--- src/rtl/wb_int_gateway.sv ---
// Purpose : interrupt gateway between raw async IRQ lines and a PLIC, with a small
//           Wishbone register block (MODE 0x00, POLARITY 0x04, STATUS 0x08).
// Latency : source transition -> o_int_request is SYNC_STAGES+1 cycles; bus ack/err one cycle after strobe.
// Backpressure: none on interrupts (edges counted up to 2^CNT_W-1, rest dropped);
//           bus accepts at most one access every other cycle.
// Ports   : i_clk/i_rst            clock, async active-high reset
//           i_wb_*/o_wb_*          Wishbone slave (full-word access, sel/cti ignored)
//           i_irq_src              raw asynchronous interrupt lines
//           o_int_request          one-cycle request pulses to the PLIC
//           i_int_cleared          per-source completion from the PLIC
module wb_int_gateway #(
    parameter int INTERRUPTS  = 2,
    parameter int SYNC_STAGES = 2,
    parameter int CNT_W       = 2
) (
    input  logic                  i_clk,
    input  logic                  i_rst,
    input  logic                  i_wb_stb,
    input  logic                  i_wb_cyc,
    input  logic                  i_wb_we,
    input  logic [31:0]           i_wb_addr,
    input  logic [31:0]           i_wb_data,
    input  logic [3:0]            i_wb_sel,
    input  logic [2:0]            i_wb_cti,
    output logic                  o_wb_ack,
    output logic                  o_wb_err,
    output logic [31:0]           o_wb_data,
    input  logic [INTERRUPTS-1:0] i_irq_src,
    output logic [INTERRUPTS-1:0] o_int_request,
    input  logic [INTERRUPTS-1:0] i_int_cleared
);

    localparam int N = INTERRUPTS;
    localparam logic [CNT_W-1:0] CNT_MAX = '1;

    generate
        if (INTERRUPTS < 1 || INTERRUPTS > 32) begin : g_bad_interrupts
            $error("wb_int_gateway: INTERRUPTS must be in 1..32");
        end
        if (SYNC_STAGES < 2) begin : g_bad_sync
            $error("wb_int_gateway: SYNC_STAGES must be at least 2");
        end
    endgenerate

    typedef enum logic [1:0] {
        ST_IDLE = 2'd0,
        ST_REQ  = 2'd1,
        ST_WAIT = 2'd2
    } state_t;

    // ------------------------------------------------------------------
    // Register state
    // ------------------------------------------------------------------
    logic [N-1:0] mode_q;
    logic [N-1:0] polarity_q;
    logic [N-1:0] in_service;

    // ------------------------------------------------------------------
    // Synchronizer, polarity and edge history
    // ------------------------------------------------------------------
    logic [SYNC_STAGES-1:0][N-1:0] sync_q;
    logic [N-1:0]                  active;
    logic [N-1:0]                  active_prev_q;
    logic [N-1:0]                  rise;

    always_ff @(posedge i_clk or posedge i_rst) begin
        if (i_rst) begin
            sync_q        <= '0;
            active_prev_q <= '0;
        end else begin
            sync_q        <= {sync_q[SYNC_STAGES-2:0], i_irq_src};
            active_prev_q <= active;
        end
    end

    // Polarity is applied after the synchronizer, so a polarity write that
    // flips a[k] from 0 to 1 looks like an ordinary rising edge.
    assign active = sync_q[SYNC_STAGES-1] ^ polarity_q;
    assign rise   = active & ~active_prev_q;

    // ------------------------------------------------------------------
    // Wishbone decode
    // ------------------------------------------------------------------
    logic [7:0]  reg_addr;
    logic        bus_req;
    logic        addr_ok;
    logic        bus_bad;
    logic        mode_wr;
    logic        pol_wr;
    logic [31:0] rd_val;

    assign reg_addr = i_wb_addr[7:0];
    // The cycle right after a response never starts a new access.
    assign bus_req  = i_wb_stb & i_wb_cyc & ~(o_wb_ack | o_wb_err);
    assign addr_ok  = (reg_addr == 8'h00) || (reg_addr == 8'h04) || (reg_addr == 8'h08);
    assign bus_bad  = ~addr_ok | (i_wb_we & (reg_addr == 8'h08));
    assign mode_wr  = bus_req & i_wb_we & ~bus_bad & (reg_addr == 8'h00);
    assign pol_wr   = bus_req & i_wb_we & ~bus_bad & (reg_addr == 8'h04);

    always_comb begin
        rd_val = '0;
        case (reg_addr)
            8'h00:   rd_val[N-1:0] = mode_q;
            8'h04:   rd_val[N-1:0] = polarity_q;
            8'h08:   rd_val[N-1:0] = in_service;
            default: rd_val = '0;
        endcase
    end

    always_ff @(posedge i_clk or posedge i_rst) begin
        if (i_rst) begin
            o_wb_ack   <= 1'b0;
            o_wb_err   <= 1'b0;
            o_wb_data  <= '0;
            mode_q     <= '0;
            polarity_q <= '0;
        end else begin
            o_wb_ack  <= bus_req & ~bus_bad;
            o_wb_err  <= bus_req & bus_bad;
            o_wb_data <= (bus_req & ~bus_bad & ~i_wb_we) ? rd_val : 32'd0;
            if (mode_wr) begin
                mode_q <= i_wb_data[N-1:0];
            end
            if (pol_wr) begin
                polarity_q <= i_wb_data[N-1:0];
            end
        end
    end

    // sel/cti and upper address/data bits carry no meaning for this block.
    logic unused_bus_bits;
    assign unused_bus_bits = ^{i_wb_sel, i_wb_cti, i_wb_addr[31:8], i_wb_data};

    // ------------------------------------------------------------------
    // Per-source gateway FSM
    // ------------------------------------------------------------------
    for (genvar k = 0; k < N; k++) begin : g_src
        state_t           state_q;
        logic             req_q;
        logic [CNT_W-1:0] cnt_q;
        logic [CNT_W-1:0] cnt_acc;

        // Pending count including an edge arriving this cycle; an edge that
        // coincides with a clear is therefore counted before the decrement.
        assign cnt_acc = (mode_q[k] && rise[k] && (cnt_q != CNT_MAX)) ? cnt_q + 1'b1 : cnt_q;

        always_ff @(posedge i_clk or posedge i_rst) begin
            if (i_rst) begin
                state_q <= ST_IDLE;
                req_q   <= 1'b0;
                cnt_q   <= '0;
            end else begin
                req_q <= 1'b0;
                case (state_q)
                    ST_IDLE: begin
                        if (mode_q[k] ? rise[k] : active[k]) begin
                            state_q <= ST_REQ;
                            req_q   <= 1'b1;
                        end
                    end
                    ST_REQ: begin
                        state_q <= ST_WAIT;
                    end
                    ST_WAIT: begin
                        if (i_int_cleared[k]) begin
                            if (mode_q[k]) begin
                                if (cnt_acc != '0) begin
                                    cnt_q   <= cnt_acc - 1'b1;
                                    state_q <= ST_REQ;
                                    req_q   <= 1'b1;
                                end else begin
                                    cnt_q   <= '0;
                                    state_q <= ST_IDLE;
                                end
                            end else if (active[k]) begin
                                state_q <= ST_REQ;
                                req_q   <= 1'b1;
                            end else begin
                                state_q <= ST_IDLE;
                            end
                        end else if (mode_q[k]) begin
                            cnt_q <= cnt_acc;
                        end
                    end
                    default: begin
                        state_q <= ST_IDLE;
                    end
                endcase
                // Changing a source's mode discards its stale edge count.
                if (mode_wr && (i_wb_data[k] != mode_q[k])) begin
                    cnt_q <= '0;
                end
            end
        end

        assign o_int_request[k] = req_q;
        assign in_service[k]    = (state_q == ST_WAIT);
    end

endmodule
--- config.mk ---
export PLATFORM = sky130hd
export DESIGN_NAME = wb_int_gateway
export DESIGN_NICKNAME = d
export VERILOG_FILES = /design/src/rtl/wb_int_gateway.sv
export SDC_FILE = /design/constraint.sdc
export NUM_CORES = 1
export LEC_CHECK = 0
export CAP_MARGIN = 30
export CORE_MARGIN = 8
export CORE_UTILIZATION = 60
export CTS_CLUSTER_SIZE = 30
export DETAILED_ROUTE_END_ITERATION = 10
export DONT_BUFFER_PORTS = 1
export GPL_ROUTABILITY_DRIVEN = 0
export PLACE_DENSITY = 0.76
export SETUP_SLACK_MARGIN = 0.05
export SYNTH_ARGS = -nofsm -noshare
export SYNTH_HDL_FRONTEND = slang
export SYNTH_SLANG_ARGS = --single-unit
--- constraint.sdc ---
create_clock -name i_clk -period 3.1 [get_ports i_clk]
set_input_delay 0.465 -clock i_clk [delete_from_list [all_inputs] [get_ports i_clk]]
set_output_delay 0.465 -clock i_clk [all_outputs]
set_load 0.005 [all_outputs]
======== After elaboration in Yosys (flattened, before gate mapping) ========
Cells that the tools add are included.
storage, ports and cells
  latch bits .............................. 0
  memories ................................ 0
  register bits after elaboration ......... 24
  RAM bits ................................ 0
  ROM bits ................................ 0
  output and inout bits ................... 36
  logic and storage cells ................. 114
cells by class
  shifts and indexed selects .............. 0
  equality and inequality tests ........... 14
  multipliers ............................. 0
  add/sub/neg operators ................... 4
  mux-type cells .......................... 42
  reductions and logical operators ........ 21
  magnitude comparators ................... 0
  div/mod/pow operators ................... 0
  bitwise logic cells ..................... 19
operators with widths
  cell                   number
  $mux W2                21
  $pmux W2 S3            3
  $mux W1                16
  $ne A2 B2 Y1 const B   6
  $reduce_bool A2 Y1     6
  $and A1 B1 Y1          10
  $eq A8 B3 Y1 const B   1
  $eq A8 B4 Y1 const B   1
  $logic_not A8 Y1       1
  $reduce_and A2 Y1      4
  $logic_and A1 B1 Y1    6
  $add A2 B1 Y2 const B  2
  $eq A2 B1 Y1 const B   2
  $eq A2 B2 Y1 const B   2
  $logic_not A2 Y1       2
  $not A1 Y1             4
  $pmux W1 S2            2
  $sub A2 B1 Y2 const B  2
  $and A2 B2 Y2          1
  $logic_or A1 B1 Y1     2
  $ne A1 B1 Y1           2
  $not A2 Y2             1
  $or A1 B1 Y1           2
  $xor A2 B2 Y2          1

======== Longest topological paths before layout ========
  word-level depth ........................ 11
  gate-level depth with buffers ........... 5
  mapped depth without buffers ............ 5

======== Worst setup path before layout ========
No wires, ideal clock.
  path kind ............................... register -> register
  start point ............................. register g_src[1].cnt_q[0]
  end point ............................... register g_src[1].cnt_q[0]
  setup time .............................. 0.077 ns
  buffers on the path ..................... 0
  data arrival time ....................... 1.434 ns
  setup slack ............................. 1.589 ns
  required time ........................... 3.023 ns
  stages on the path, launching flop included .. 6
  cells stage by stage .................... dfrtp_1 > ha_1 > or3b_4 > o31ai_2 > o32ai_1 > a21oi_1
on the way
  longest elaborated chain between the ends .. 9
  elaborated cells between the ends (all ways) .. 12
  classes of those cells .................. add/sub: 2; eq/ne: 1; mux: 7; reduce/logical: 2
RTL lines
  element                                                line      RTL
  from (decl)                                            140       logic [CNT_W-1:0] cnt_q;
  from (signal assigned)                                 168       cnt_q <= cnt_acc - 1'b1;
  from (signal assigned)                                 182       cnt_q <= cnt_acc;
  branches (longest 2 deep; another with $add A2 B1 Y2)  -
  $mux W2 *                                              145       assign cnt_acc = (mode_q[k] && rise[k] && (cnt_q != CNT_MAX)) ? cnt_q + 1'b1 : cnt_q;
  $sub A2 B1 Y2 or $reduce_bool A2 Y1 (tied branches)    168, 167
  $mux W2                                                167       if (cnt_acc != '0) begin
  $mux W2                                                166       if (mode_q[k]) begin
  $mux W2 *                                              165       if (i_int_cleared[k]) begin
  $mux W2 *                                              154       case (state_q)
  $mux W2 *                                              190       if (mode_wr && (i_wb_data[k] != mode_q[k])) begin
Every way passes the cells marked *. The select of a mux whose other input is x is not followed.
A chain may end at the register's enable or synchronous reset.

======== Worst setup path after layout ========
  start point ............................. register g_src[0].cnt_q[1]
  end point ............................... register g_src[0].req_q
on the way
  longest elaborated chain between the ends .. 8
  elaborated cells between the ends (all ways) .. 9
  classes of those cells .................. add/sub: 1; eq/ne: 1; mux: 5; reduce/logical: 2
RTL lines
  element                                                line  RTL
  from (decl)                                            140
  from (signal assigned)                                 168
  from (signal assigned)                                 182
  branches (longest 2 deep; another with $add A2 B1 Y2)  -
  $mux W2 *                                              145
  $reduce_bool A2 Y1 *                                   167
  $mux W1 *                                              167
  $mux W1 *                                              166
  $mux W1 *                                              165
  $pmux W1 S2 *                                          154
  to (signal assigned)                                   153   req_q <= 1'b0;
  to (signal assigned)                                   158   req_q <= 1'b1;
  to (signal assigned)                                   170   req_q <= 1'b1;
  to (decl)                                              139   logic req_q;
Every way passes the cells marked *.

==> flow_metrics.tcl <==
set metrics [dict create \
    final_layout_size_suffix_gt1_frac 0.1184 \
    drcViolationCount 0 \
    path_clk_slew_ps 120 \
    wl_mm 2.844 \
    crit_chain "ha_1, nor3b_4, a2111o_1, o31ai_1, o41ai_1" \
    p_leak_nw 0.6526 \
    path_depth 5 \
    setup_tns_ps 0 \
    start_kind "register" \
    status "complete, no violations" \
    synthToLayoutAreaGrowth_pct -5.151 \
    ys_warn_count 0 \
    die_x_um 66.50 \
    clock_skew_ps 4.192 \
    clockBufferDepth 2 \
    routed_via_density 5.698 \
    period_share 0.5275 \
    hold_end "sync_q[0]" \
    io-pin-count 116 \
    synth_top_cells_by_area "dfrtp_1, buf_4, mux2_2" \
    critPathBufInv 0 \
    cts_hold_buf 0 \
    wl_per_cell_um 15.63 \
    hold_start "i_irq_src[0]" \
    tightest_slew_ps 888.5 \
    post-synth-top-area-fraction 0.3925 \
    cp_max_fo 5 \
    grt_first_pass_wirelength_mm 4.512 \
    cts_tree "built" \
    yosysTopAreaCell "dfrtp_1" \
    cp_slowest_cell "dfrtp_1" \
    placed_area_um2 1429 \
    critPathMaxStageDelay_ps 430 \
    layout_commonest_cell "conb_1" \
    post-cts-setup-buffers 0 \
    synth_seq_cells 24 \
    crit_family "compound AO/OA/AOI/OAI gates" \
    rsz0062_at_grt "false" \
    register_area_um2 600.6 \
    rr_worst_depth 5 \
    endpoint_kind "register" \
    synth_cell_types 43 \
    initial_core_util 0.6233 \
    slew_violations 0 \
    hold_viol 0 \
    antenna_found_initial 0 \
    gr-usage-all-layers 0.1298 \
    drt.antenna.violating_nets 0 \
    min_period_ps 1635 \
    final_area_um2 1451 \
    rows 18 \
    post_cts_resized 0 \
    regToRegEndpoint "g_src[0].req_q" \
    required_ps 3290 \
    dpl.hpwl_mm 2.286 \
    worst-setup-path-type "register to register" \
    layout_common_cells "conb_1, dfrtp_1, o21ai_0" \
    cts_sinks 24 \
    powerDensity_nw_per_um2 402.3 \
    coreArea_um2 2455 \
    fill_cells 209 \
    dieHeight_um 66.50 \
    cp.arrival_ps 1830 \
    dr_total_vias 1037 \
    peakVddDrop_uv 256.4 \
    r2r_start "g_src[0].cnt_q[1]" \
    drv_cap 0 \
    synthCells 153 \
    rrSetupSlack_ps 1460 \
    multi_input_area_um2 760.7 \
    clk_latency_ps 300 \
    min_path_cells 0 \
    htreeDepth 1 \
    max_slew_margin 0.4070 \
    synth_seq_area_share 0.3925 \
    synthFlopType "dfrtp_1" \
    die_area_um2 4422 \
    diodes 0 \
    synthesis.area_um2 1530 \
    nets 236 \
    holdCritPathClass "input port to register" \
    finalSetupViolations 0 \
    grt_pass1_vias 1000 \
    async_flop_share 1.000 \
    dr.pass1.iters 4 \
    io_buffers 0 \
    cts_root_buffer "clkbuf_4" \
    grt.overflow.total 0 \
    grt_max_degree 25 \
    drt_iter0_drc 28 \
    fmax_mhz 611.5 \
    cts_buffers 3 \
    synth_area_per_cell_um2 10.00 \
    synth_edf_count 0 \
]
[where the power goes]
group	leakage (nW)	internal [mW]	total (mW)	switching, mW
logic	0.333	0.0352	0.0887	0.0535
clock network	0.0138	0.0452	0.129	0.0837
registers	0.305	0.342	0.366	0.0243
total	0.653	0.422	0.584	0.161
[cells in the mapped netlist, types with 4 or more instances]
master / number
nand2b_1: 5
o21ai_0: 8
inv_1: 7
xnor2_1: 4
nor3_1: 7
dfrtp_1: 24
nor2_1: 4
a21oi_1: 7
mux2_2: 4
nand2_1: 7
buf_4: 33
[registers in the layout, indices dropped and copies added, names as in the netlist]
name           flops
o_wb_data          2
sync_q             4
g_src.cnt_q        4
g_src.req_q        2
o_wb_err           1
polarity_q         2
o_wb_ack           1
active_prev_q      2
g_src.state_q      4
mode_q             2
[layout make-up]
cell class | count | area share
Tap cell | 30 | 0.02586
Inverter | 8 | 0.02069
Clock buffer | 3 | 0.01552
Multi-Input combinational cell | 117 | 0.5241
Sequential cell | 24 | 0.4138
[worst max path at each step]
stage	start	to	slack, ps
2_1_floorplan	g_src[1].cnt_q[0]	g_src[1].cnt_q[0]	1590
3_3_place_gp	i_wb_addr[1]	mode_q[0]	1490
3_5_place_dp	i_wb_addr[1]	g_src[1].cnt_q[1]	1420
4_1_cts	g_src[0].cnt_q[1]	g_src[0].req_q	1470
5_1_grt	g_src[0].cnt_q[1]	g_src[0].req_q	1280
6_report	g_src[0].cnt_q[1]	g_src[0].req_q	1460
[kinds of logic after synthesis]
group / after synthesis / synth area share
simple gates: 41 / 0.1717
buf+inv: 41 / 0.1815
compound gates: 32 / 0.1488
flops: 24 / 0.3925
xor+xnor: 6 / 0.04415
mux: 6 / 0.04252
fa+ha+maj: 2 / 0.01635
other cells: 1 / 0.002451
[per-stage QoR]
step / hold WS, ps / power, mW / setup WS (ps) / util / std cells
2_1_floorplan: 331.2 / 0.4759 / 1589 / - / 182
3_3_place_gp: 337.8 / 0.4537 / 1485 / 0.5821 / 179
3_5_place_dp: 343.4 / 0.4597 / 1417 / 0.5821 / 179
4_1_cts: 171.0 / 0.5865 / 1469 / 0.5912 / 182
5_1_grt: 152.2 / 0.6176 / 1275 / 0.5912 / 182
6_report: 177.1 / 0.5839 / 1465 / 0.5912 / 182
[metal layers]
metal / up-vias / part of all wire / track usage
li1: 482 / - / -
met5: - / 0 / 0
met2: 57 / 0.47 / 0.2111
met3: 4 / 0.14 / 0.04027
met1: 494 / 0.39 / 0.1550
met4: 0 / 0.011 / 0.05333
Note: power is estimated with default switching activity, not from simulation.
